===== src/rtl/board_ctrl.sv =====
// rtl/board_ctrl.sv - 8x8 game-board controller: frame-synchronised commands and registered pixel lookup
module board_ctrl #(
  parameter int N     = 8,
  parameter int CELL  = 56,
  parameter int FRAME = 4
) (
  input  logic       clk,
  input  logic       rst,
  input  logic       btn_up,
  input  logic       btn_down,
  input  logic       btn_left,
  input  logic       btn_right,
  input  logic       btn_place,
  input  logic       frame_tick,
  input  logic [9:0] x,
  input  logic [9:0] y,
  output logic       in_cell,
  output logic [1:0] cell_state,
  output logic       is_cursor,
  output logic       player,
  output logic       busy,
  output logic       reject,
  output logic       done
);

  localparam logic [9:0] PITCH = 10'(CELL + FRAME);

  typedef enum logic [1:0] {IDLE, WAIT_FRAME, APPLY, DONE} state_t;

  localparam logic [2:0] CMD_UP    = 3'd0;
  localparam logic [2:0] CMD_DOWN  = 3'd1;
  localparam logic [2:0] CMD_LEFT  = 3'd2;
  localparam logic [2:0] CMD_RIGHT = 3'd3;
  localparam logic [2:0] CMD_PLACE = 3'd4;

  state_t     state, state_next;
  logic [1:0] board [64];
  logic [2:0] cur_col, cur_row;
  logic [6:0] occ_count;
  logic [2:0] cmd, cmd_sel;
  logic       any_btn, place_ok;
  logic [5:0] cur_idx;

  assign any_btn = btn_up | btn_down | btn_left | btn_right | btn_place;
  assign cur_idx = {cur_row, cur_col};
  assign place_ok = (cmd == CMD_PLACE) && (board[cur_idx] == 2'b00);
  assign busy = (state == WAIT_FRAME) || (state == APPLY);
  assign done = (state == DONE);

  always_comb begin
    cmd_sel = CMD_RIGHT;
    if (btn_place)     cmd_sel = CMD_PLACE;
    else if (btn_up)   cmd_sel = CMD_UP;
    else if (btn_down) cmd_sel = CMD_DOWN;
    else if (btn_left) cmd_sel = CMD_LEFT;
  end

  always_ff @(posedge clk or posedge rst) begin
    if (rst) state <= IDLE;
    else     state <= state_next;
  end

  // A full board can only be reached by a successful place at count 63.
  always_comb begin
    state_next = state;
    case (state)
      IDLE, DONE: if (any_btn) state_next = WAIT_FRAME;
      WAIT_FRAME: if (frame_tick) state_next = APPLY;
      APPLY: begin
        if ((occ_count == 7'd64) || (place_ok && occ_count == 7'd63)) state_next = DONE;
        else state_next = IDLE;
      end
      default: state_next = IDLE;
    endcase
  end

  always_ff @(posedge clk or posedge rst) begin
    if (rst) begin
      for (int i = 0; i < 64; i++) board[i] <= 2'b00;
      cur_col   <= 3'd0;
      cur_row   <= 3'd0;
      player    <= 1'b0;
      occ_count <= 7'd0;
      cmd       <= 3'd0;
      reject    <= 1'b0;
    end else begin
      reject <= 1'b0;
      if ((state == IDLE || state == DONE) && any_btn) cmd <= cmd_sel;
      if (state == APPLY) begin
        case (cmd)
          CMD_UP:    cur_row <= cur_row - 3'd1;
          CMD_DOWN:  cur_row <= cur_row + 3'd1;
          CMD_LEFT:  cur_col <= cur_col - 3'd1;
          CMD_RIGHT: cur_col <= cur_col + 3'd1;
          default: begin
            if (place_ok) begin
              board[cur_idx] <= player ? 2'b10 : 2'b01;
              player         <= ~player;
              occ_count      <= occ_count + 7'd1;
            end else begin
              reject <= 1'b1;
            end
          end
        endcase
      end
    end
  end

  logic [9:0] col, row, xo, yo;
  logic       in_cell_c;

  assign col = x / PITCH;
  assign row = y / PITCH;
  assign xo  = x % PITCH;
  assign yo  = y % PITCH;
  assign in_cell_c = (col < 10'(N)) && (row < 10'(N)) && (xo < 10'(CELL)) && (yo < 10'(CELL));

  always_ff @(posedge clk or posedge rst) begin
    if (rst) begin
      in_cell    <= 1'b0;
      cell_state <= 2'b00;
      is_cursor  <= 1'b0;
    end else begin
      in_cell    <= in_cell_c;
      cell_state <= in_cell_c ? board[{row[2:0], col[2:0]}] : 2'b00;
      is_cursor  <= in_cell_c && (col[2:0] == cur_col) && (row[2:0] == cur_row);
    end
  end

endmodule


===== config.mk =====
export PLATFORM = sky130hd
export DESIGN_NAME = board_ctrl
export DESIGN_NICKNAME = d
export VERILOG_FILES = /design/src/rtl/board_ctrl.sv
export SDC_FILE = /design/constraint.sdc
export NUM_CORES = 1
export LEC_CHECK = 0
export ABC_AREA = 0
export BUFFER_PORTS_ARGS = -buffer_cell sky130_fd_sc_hd__buf_2
export CAP_MARGIN = 20
export CELL_PAD_IN_SITES_DETAIL_PLACEMENT = 1
export CELL_PAD_IN_SITES_GLOBAL_PLACEMENT = 2
export CORE_UTILIZATION = 41
export CTS_CLUSTER_SIZE = 24
export DETAILED_ROUTE_END_ITERATION = 10
export GPL_ROUTABILITY_DRIVEN = 0
export PLACE_DENSITY = 0.86
export REMOVE_ABC_BUFFERS = 1
export SYNTH_ARGS = -nofsm -noshare
export SYNTH_HDL_FRONTEND = slang
export SYNTH_SLANG_ARGS = --single-unit

===== constraint.sdc =====
create_clock -name clk -period 5.7 [get_ports clk]
set_input_delay 1.14 -clock clk [delete_from_list [all_inputs] [get_ports clk]]
set_output_delay 1.14 -clock clk [all_outputs]
set_load 0.05 [all_outputs]

* Word-level counts from Yosys, hierarchy flattened
Cells that the tools add are included.
Word-level totals: bits in registers 152, bits in latches 0, memory bits (writable) 0, ROM bits 0, input bits 28, output and inout bits 8, word-level logic and storage cells 158, memories kept 0
Operators by class: $add $sub $neg 5, multiply operators 0, divide/modulo/power cells 4, order comparisons 7, eq/ne operators 13, shifts and indexed selects 0, muxes and demuxes 24, bitwise logic cells 8, reduce and logical (&&, ||, !) cells 23
Operators by type and width (number):
- 128-bit bitwise mux | 1
- 2-bit binary-select mux with 6-bit select | 2
- 2-bit 2-to-1 mux | 12
- 10-bit by 6-bit divider with 10-bit output (second input constant) | 2
- 10-bit by 4-bit less-than comparator with 1-bit output (second input constant) | 2
- 10-bit by 6-bit less-than comparator with 1-bit output (second input constant) | 2
- 10-bit by 6-bit modulo with 10-bit output (second input constant) | 2
- 7-bit greater-or-equal comparator (second input constant) | 2
- 6-bit inverter with 7-bit output | 2
- 2-bit demux with 6-bit select | 1
- 3-bit one-hot mux with 2 select lines | 2
- 1-bit logical AND | 9
- 7-bit by 1-bit adder with 7-bit output (second input constant) | 1
- 7-bit by 6-bit equality test with 1-bit output (second input constant) | 1
- 7-bit equality test (second input constant) | 1
- 7-bit by 1-bit less-than comparator with 1-bit output (second input constant) | 1
- 3-bit by 1-bit adder with 3-bit output (second input constant) | 2
- 3-bit by 2-bit equality test with 1-bit output (second input constant) | 2
- 3-bit equality test | 2
- 2-bit one-hot mux with 3 select lines | 1
- 2-bit AND reduction | 3
- 3-bit by 1-bit subtractor with 3-bit output (second input constant) | 2
- 2-bit equality test (second input constant) | 2
- 2-bit zero test | 2
- other kinds (14) | 25

* Logic depth before layout (Yosys ltp)
Gate-level depths: netlist of the first run.
depth after elaboration 10, depth in mapped cells 14, mapped depth without buffers 10

* Worst setup path before layout of the first run
No wires, ideal clock.
path type input to register, start point input x[7], end point register cell_state[0], setup time 0.069 ns, arrival time 3.487 ns, required time 5.631 ns, path slack 2.144 ns, stages on the path 12, buffers on the path 2, path through buf_2 -> maj3_2 -> o21ai_2 -> nand2_1 -> a32oi_4 -> nand2_2 -> buf_6 -> mux2i_1 -> mux4_2 -> and3_1 -> a211o_1 -> nand3_1
On the way: word-level cells in the longest chain between the ends 6, elaborated cells on any way between the ends 12, classes of those cells 2 x div; 2 x order compare; 4 x mux; 1 x bitwise; 3 x reduce/logical
RTL lines:
- from (decl) | RTL line 15 | input logic [9:0] x,
- 10-bit by 6-bit divider with 10-bit output | RTL line 112 | assign col = x / PITCH;
- 6-bit inverter with 7-bit output (implied by the code) / 10-bit by 4-bit less-than comparator with 1-bit output (equally long branches) | RTL line 125, 116
- 2-bit binary-select mux with 6-bit select / 1-bit logical AND (equally long branches) | RTL line 125, 116
- 2-bit 2-to-1 mux (implied by the code) / 1-bit logical AND (equally long branches) (2 in series) | RTL line 125, 116
- 2-bit 2-to-1 mux (*) | RTL line 125 | cell_state <= in_cell_c ? board[{row[2:0], col[2:0]}] : 2'b00;
- to (signal assigned) | RTL line 125
- to (decl) | RTL line 18 | output logic [1:0] cell_state,
Every way passes the cells marked *; elsewhere a longest branch is shown, timed or not. The select of a mux whose other input is x is not followed. A chain may end at the register's enable or synchronous reset.

* Worst setup path in the final report of the first run
start point register cur_col[1], end point register board[89] (netlist name)
On the way: word-level cells in the longest chain between the ends 7, elaborated cells on any way between the ends 13, classes of those cells 2 x order compare; 6 x mux; 1 x bitwise; 4 x reduce/logical
RTL lines:
- from (decl) | RTL line 38 | logic [2:0] cur_col, cur_row;
- from (signal assigned) | RTL line 93 | CMD_LEFT: cur_col <= cur_col - 3'd1;
- from (signal assigned) | RTL line 94 | CMD_RIGHT: cur_col <= cur_col + 3'd1;
- 6-bit inverter with 7-bit output (*) | RTL line 46, 97
- 2-bit binary-select mux with 6-bit select | RTL line 46 | assign place_ok = (cmd == CMD_PLACE) && (board[cur_idx] == 2'b00);
- 2-bit 2-to-1 mux (implied by the code) (2 in series) | RTL line 46
- 2-bit zero test | RTL line 46
- 1-bit logical AND | RTL line 46
- 3-bit AND reduction (no line)
- to (signal, indexed assignment) | RTL line 97 | board[cur_idx] <= player ? 2'b10 : 2'b01;
- to (decl) | RTL line 37 | logic [1:0] board [64];
Marks and branches as above.

==> results.md, run 1 <==
Pwr:
- The power per cell area is 374 nW/um2.
- The design draws 0.00366 W.
- In this run the static leakage power is 5.37 nW.
- VDD sags by at most 0.262 mV.

Synthesis:
- Yosys attributes the largest share of cell area to dfrtp_1 43%, a21o_1 11%, mux2i_1 7.9%.
- The number of enable flip-flop cells after synthesis is 0.
- The post-synthesis sequential area ratio is 42.7%.
- The synthesized area per cell is 10.2 um2.
- The register bit total from synthesis is 152.
- The biggest area contributor in the post-synthesis netlist is dfrtp_1.
- After technology mapping, the gate count stands at 874.
- In this run the cell area of the synthesized design comes to 8900 um2.
- The async set or reset register ratio after synthesis is 100%.
- Among all flip-flop cells after synthesis, the most frequent one is dfrtp_1.
- Yosys mapped the design onto 86 distinct sky130hd cell types.
- The share of synthesized area in the top cell type comes to 42.7%.
- The number of synthesis warnings is 0.

STA:
- The number of pins exceeding their max-slew limit in the final report is 0.
- The worst path in the final design needs a cycle of 4250 ps, including I/O delays and setup.
- The clock skew after layout is 13.1 ps.
- The achievable frequency is 0.235 GHz.
- The final count of negative-setup-slack endpoints is 0.
- The measured slew at the worst slew-check pin is 1080 ps.
- In this run the tightest slew margin relative to its limit is 27.9%.
- In the finished design, the share of the clock period the worst path needs comes to 74.6%.
- Setup repair after global routing left no endpoint under its margin.
- The final hold violation count was 0.
- The setup TNS is 0 ps.

Worst setup path:
- The critical path is of the reg -> reg type.
- Of all nets on the critical path, the largest fanout is 30.
- The nature of the critical path startpoint is a register.
- The type of element capturing the critical path is a register.
- Data on the critical path arrives at its endpoint at 4630 ps.
- The required time of the critical path is 6080 ps.

GRT:
- After global routing the overflow that remains totals 0.
- The via count of the first global-routing pass came to 7729.
- Entering global routing, the biggest net connects 72 pins.
- The initial antenna violation count came to 0.
- The global-route wire length before repair is 44100 um.
- The overall global routing resource usage is 26.2%.

Run status:
- The run finished with clean final reports.

Flow run:
- The total of max-cap violations is 0.

Placed design:
- Summing all placed instances gives a cell area of 9230 um2.
- Port buffering added 31 buffers.
- The half-perimeter wire length after placement is 18800 um.

Cells and area:
- The final design area excluding fillers is 9790 um2.
- The repair_antennas step left the layout with diodes totalling 0.
- The net count of the finished layout is 927.
- The layout overhead on the synthesized area is 9.96%.
- In the layout the commonest cells are 151 x dfrtp_1, 129 x a21o_1, 75 x nor2_1, 70 x mux2i_1, 38 x nand2_1.
- The most common library cell in the layout ignoring fill and taps is dfrtp_1.
- The fraction of layout cells with a size suffix above 1 is 15.1%.

Routing:
- For this run, design rule violations remaining after detail routing come to 0.
- The sum of routed wire length over all layers is 27600 um.
- Once detail routing completed, the nets flagged for antenna violations numbered 0.
- The post-detailed-route wirelength per cell is 23.4 um.
- The per-cell via count in the routed design is 6.14.
- The count of vias placed by the detailed router is 7244.
- The first TritonRoute pass finished after 5 iterations.
- After the first detailed-routing iteration, the DRC count stood at 370.

CTS:
- The post-cts hold buffer count is 0.
- The number of buffers added for setup after CTS is 0.
- In this run the number of H-tree levels came out at 4.
- No sink is reached through more buffers than the 2 on the longest clock path.
- The CTS tree is done.
- Clock tree synthesis found a total of 152 sinks.
- Clock-pin slew was measured on the worst setup and hold paths at 70 ps.
- The number of CTS-inserted buffers is 17.
- CTS placed an instance of clkbuf_16 at the clock tree root.
- In this run, post-CTS repair resized a total of 0 instances.
- The clock insertion delay at the later pin of the skew report is 450 ps.

Die:
- The die area is 22300 um2.
- For this configuration, the core starts out at a cell density of 42.1%.
- The total area inside the core boundary comes to 21200 um2.
- The number of core rows is 53.
- The number of top-level pins is 36.
- The chip height is 149 um.
- The die width is 149 um.

Worst hold path:
- The class of the tightest hold or removal check is reg -> reg.
==> layout make-up <==
cell class / count / area [um2]
flip-flops and latches: 152 / 3800
clock inverters: 13 / 121
clock buffers: 19 / 443
inverters: 18 / 72.6
repair buffers: 53 / 320
multi-input cells: 650 / 4680
well taps: 275 / 344
fillers: 2367 / 11400
==> state kept, by name, indices dropped and copies added (netlist names) <==
name        cells
reject          1
is_cursor       1
occ_count       7
state           2
player          1
cur_col         3
in_cell         1
cur_row         3
board         128
cmd             3
cell_state      2
==> final timing paths <==
path	start	end	slack, ps	cells after the start
setup / recovery	cur_col[1]$_DFFE_PP0P_	board[89]$_DFFE_PP0P_	1450	9
hold / removal	board[34]$_DFFE_PP0P_	board[34]$_DFFE_PP0P_	480	1
setup reg to reg	cur_col[1]$_DFFE_PP0P_	board[89]$_DFFE_PP0P_	1450	9
hold reg to reg	board[34]$_DFFE_PP0P_	board[34]$_DFFE_PP0P_	480	1
max in group asynchronous	rst	board[100]$_DFFE_PP0P_	3720	3
min in group asynchronous	rst	board[83]$_DFFE_PP0P_	700	2
==> cells by family after synthesis <==
group           synth area share, %
fa+ha+maj                      1.28
simple gates                   13.0
flops                          42.7
xor+xnor                       2.46
mux                            11.3
buf+inv                        4.68
compound gates                 24.5
==> power breakdown <==
| part | internal, W | switching [W] | leakage, nW | total (W) |
|---|---|---|---|---|
| Combinational | 0.000408 | 0.000820 | 3.00 | 0.00123 |
| Sequential | 0.00117 | 0.000160 | 2.10 | 0.00133 |
| Clock | 0.000615 | 0.000481 | 0.274 | 0.00110 |
| Total | 0.00220 | 0.00146 | 5.37 | 0.00366 |
==> worst max-delay path, cell delays in order, from the launching register on <==
cell and delay, ps:
dfrtp_1 670, buf_4 490, mux2_2 390, a22oi_1 140
nor2_1 60, o41ai_1 390, o2111ai_1 320, or2_1 550
nor2_2 930, a21o_1 230
==> synthesized netlist by cell type, types with 9 or more instances <==
| library cell | instances |
|---|---|
| nand2b_1 | 9 |
| a22oi_1 | 10 |
| nor2_1 | 75 |
| mux2i_1 | 70 |
| inv_1 | 17 |
| a21o_1 | 129 |
| xor2_1 | 11 |
| nor3_1 | 19 |
| dfrtp_1 | 152 |
| a21oi_1 | 21 |
| buf_4 | 12 |
| nand3_1 | 26 |
| xnor2_1 | 14 |
| mux2_2 | 21 |
| a211oi_1 | 9 |
| o21ai_0 | 25 |
| nand2_1 | 38 |
| clkbuf_1 | 10 |
| buf_2 | 23 |
==> routing by layer <==
layer | global-route usage [%] | up-vias | part of all wire (%)
li1 | - | 3287 | -
met1 | 34.3 | 3734 | 45
met2 | 44.1 | 181 | 49
met3 | 4.37 | 42 | 4.1
met4 | 7.70 | 0 | 1.7
met5 | 0 | - | 0
==> stage by stage <==
stage                     cells  util (%)  hold WS (ps)  setup slack (ps)
after detailed placement   1148      43.6           469              1050
after global placement     1148      43.6           458              1050
after CTS                  1180      46.3           481              1480
after floorplan             820         -           426               467
after global routing       1180      46.3           493              1240
final                      1180      46.3           481              1450
No activity file was read; power rests on OpenSTA's default activity.
==> run 2, diff against run 1 <==
--- a/config.mk
+++ b/config.mk
@@ -10,11 +10,11 @@
 export CAP_MARGIN = 20
 export CELL_PAD_IN_SITES_DETAIL_PLACEMENT = 1
 export CELL_PAD_IN_SITES_GLOBAL_PLACEMENT = 2
-export CORE_UTILIZATION = 41
+export CORE_UTILIZATION = 37
 export CTS_CLUSTER_SIZE = 24
 export DETAILED_ROUTE_END_ITERATION = 10
 export GPL_ROUTABILITY_DRIVEN = 0
-export PLACE_DENSITY = 0.86
+export PLACE_DENSITY = 0.82
 export REMOVE_ABC_BUFFERS = 1
 export SYNTH_ARGS = -nofsm -noshare
 export SYNTH_HDL_FRONTEND = slang
==> constraint.sdc (replaced) <==
create_clock -name clk -period 3.65 [get_ports clk]
set_input_delay 0.73 -clock clk [delete_from_list [all_inputs] [get_ports clk]]
set_output_delay 0.73 -clock clk [all_outputs]
set_load 0.05 [all_outputs]
==> run 2 against run 1 <==
Effect of this change: sequential share of layout area fell by 1.9 points; core utilization fell by 2.6 points; power rose by 59%; clock power rose by 53%; via count rose by 2.0%; largest power group is now combinational cells; non-clock buffer count rose by 50; critical endpoint is now board[126]$_DFFE_PP0P_; highest routed layer unchanged.
==> results.md, run 2 (synthesis results as in run 1) <==
Run status:
- The run finished with clean final reports.

Pwr:
- The leakage power total came to 5.64 nW (+5.0%).
- The worst supply voltage drop on vdd is 0.393 mV (+50%).
- The cell internal power dissipation is 0.00355 W (+62%).
- The part of the total power dissipated in combinational logic was 36.1% (+2.5 points).
- The switching share of total power came to 39.1% (-0.86 points).
- The power per cell area came to 566 nW/um2 (+52%).
- The share of power burned in the clock network came to 28.8% (-1.2 points).
- The proportion of power drawn by flip-flops and latches is 35.1% (-1.3 points).
- The total net switching power came to 0.00228 W (+56%).

Routing:
- The count of vias placed by the detailed router is 7392 (+2.0%).
- The detailed router's first-iteration violation count is 519 (+40%).
- The sum of routed wire length over all layers is 28100 um (+1.6%).
- The per-cell via count in the routed design came to 5.80 (-5.5%).
- The number of iterations in the first detailed-routing pass is 5 (unchanged).
- The post-route antenna net violation count is 0 (unchanged).
- The DRC violation count after routing came to 0 (unchanged).
- The post-detailed-route wirelength per cell came to 22.0 um (-5.9%).

Die:
- The number of top-level pins was 36 (unchanged).
- The initial core utilization came to 37.8% (-4.3 points).
- The core footprint is 23500 um2 (+11%).
- The chip height is 157 um (+5.2%).
- The die area is 24700 um2 (+11%).
- The number of core rows is 56 (+5.7%).
- The die width is 157 um (+5.2%).

CTS:
- The number of CTS-inserted buffers was 17 (unchanged).
- The number of gates resized after CTS is 0 (unchanged).
- The clock-pin slew on the worst setup and hold paths is 70 ps (about the same).
- The clock sink count is 152 (unchanged).
- The CTS tree is done.
- The post-cts hold buffer count came to 0 (unchanged).
- The root cell of the clock tree is clkbuf_16.
- The clock insertion delay at the later pin of the skew report is 440 ps (about the same).
- The clock tree buffer depth is 2 (unchanged).
- The number of H-tree levels came to 4 (unchanged).
- The number of buffers added for setup after CTS came to 0 (unchanged).

Worst hold path:
- The class of the tightest hold or removal check is in -> async.

Worst setup path:
- The arrival time of data at the critical path endpoint is 3730 ps (-900 ps).
- STA classifies the critical path endpoint as a register.
- The count of cells along the worst register-to-register path is 11 (+2).
- The required time of the critical path is 4020 ps (-2060 ps).
- The largest driver fanout on the critical path is 32 (+6.7%).
- The worst setup path is of the reg -> reg kind.
- The worst setup path is launched from a register.

STA:
- The final hold violation count is 0 (unchanged).
- The final critical-path share of the clock period is 92.0% (+17 points).
- The normalized max-slew margin is 27.8% (-0.073 points).
- The achievable frequency is 0.298 GHz (+27%).
- The number of pins exceeding their max-slew limit in the final report was 0 (unchanged).
- Setup repair after global routing left no endpoint under its margin.
- The measured slew at the worst slew-check pin is 1070 ps (-6.02 ps).
- The clock skew after layout is 11.5 ps (-1.56 ps).
- The final count of negative-setup-slack endpoints is 0 (unchanged).
- The setup TNS is 0 ps (unchanged).
- The final critical delay including setup and external delays is 3360 ps (-893 ps).

Cells and area:
- The flip-flop count of the largest register, all copies and words added was 128 (unchanged).
- The number of antenna repair diodes is 0 (unchanged).
- The number of standard cells in the final layout excluding fillers is 1274 (+8.0%).
- In the final layout, the registers with the most flip-flops are board: 128 flops, occ_count: 7 flops.
- The fraction of layout cells with a size suffix above 1 is 19.4% (+4.2 points).
- Ranked by flip-flop count, first place goes to board.
- The top cell types in the final layout, fill and taps aside, are 152 x dfrtp_1, 129 x a21o_1, 75 x nor2_1, 70 x mux2i_1, 64 x buf_4.
- Compared with the post-synthesis result, the final layout area differs by 15.6%.
- The net count of the finished layout was 977 (+5.4%).
- The most common library cell in the layout ignoring fill and taps is dfrtp_1.

GRT:
- The overall global routing resource usage was 24.4% (-1.8 points).
- The largest net degree at the start of global routing is 74 (+2.8%).
- The global-route wire length before repair came to 45000 um (+2.1%).
- The total congestion overflow after global routing is 0 (unchanged).
- The via count of the first global-routing pass is 7744 (+0.19%).
- The initial antenna violation count is 0 (unchanged).

Flow run:
- The total of max-cap violations is 0 (unchanged).

Placed design:
- The number of buffer cells added on primary ports is 31 (unchanged).
- The cell count after placement is 1241 (+8.1%).
- The half-perimeter wire length after placement is 19900 um (+6.2%).
## run 2: changes by cell type in the layout (fill, tap and decap cells not counted), sizes merged
cell | previous run | this run
clkinv | 7 | 8
inv | 21 | 18
buf | 53 | 103
clkbuf | 19 | 20
clkinvlp | 2 | 3
## run 2: metal layers
layer / global-route usage, % / vias up / wire, um
li1: - / 3388 / -
met1: 33.1 / 3793 / 12900
met2: 39.5 / 163 / 13400
met3: 3.41 / 48 / 1080
met4: 9.11 / 0 / 656
met5: 0 / - / 0
## run 2: worst paths after layout
kind                                   startpoint                endpoint  slack [ps]
setup / recovery           cur_col[2]$_DFFE_PP0P_  board[126]$_DFFE_PP0P_         290
hold / removal                                rst  board[108]$_DFFE_PP0P_         400
setup reg to reg           cur_col[2]$_DFFE_PP0P_  board[126]$_DFFE_PP0P_         290
hold reg to reg             board[77]$_DFFE_PP0P_   board[77]$_DFFE_PP0P_         480
max in group asynchronous                     rst   board[65]$_DFFE_PP0P_        2460
min in group clk            board[77]$_DFFE_PP0P_   board[77]$_DFFE_PP0P_         480
## run 2: power groups by stage
stage	sequential [W]	clock, W	combinational (W)
after floorplan	0.00217	0	0.00112
after global placement	0.00206	0	0.00202
after detailed placement	0.00207	0	0.00208
after CTS	0.00204	0.00171	0.00209
after global routing	0.00207	0.00178	0.00226
final	0.00204	0.00168	0.00210
## run 2: stage by stage
stage	setup WS [ps]	cell area (um2)	power, W	hold WS, ps	util, %
4_1_cts	325	10300	0.00584	431	43.7
3_3_place_gp	-9.64	9730	0.00408	455	41.3
3_5_place_dp	-33.6	9730	0.00415	466	41.3
5_1_grt	117	10300	0.00610	458	43.7
2_1_floorplan	-1170	8550	0.00329	426	-
6_report	291	10300	0.00583	400	43.7
## run 2: layout make-up
type                       count  area, um2
fill                        2684      13300
multi-input combinational    650       4680
sequential                   152       3800
timing repair buffer         103        781
clock buffer                  20        447
tap                          319        399
clock inverter                12        104
inverter                      18       72.6
## run 2: worst max-delay path, stage by stage, from the launching register on
cell	delay [ps]
dfrtp_1	420
buf_12	240
mux4_2	530
o21ai_0	230
nand4_1	120
a22oi_1	290
o2111ai_1	250
or2_1	410
buf_4	230
nor4_4	150
buf_4	250
a21o_1	150
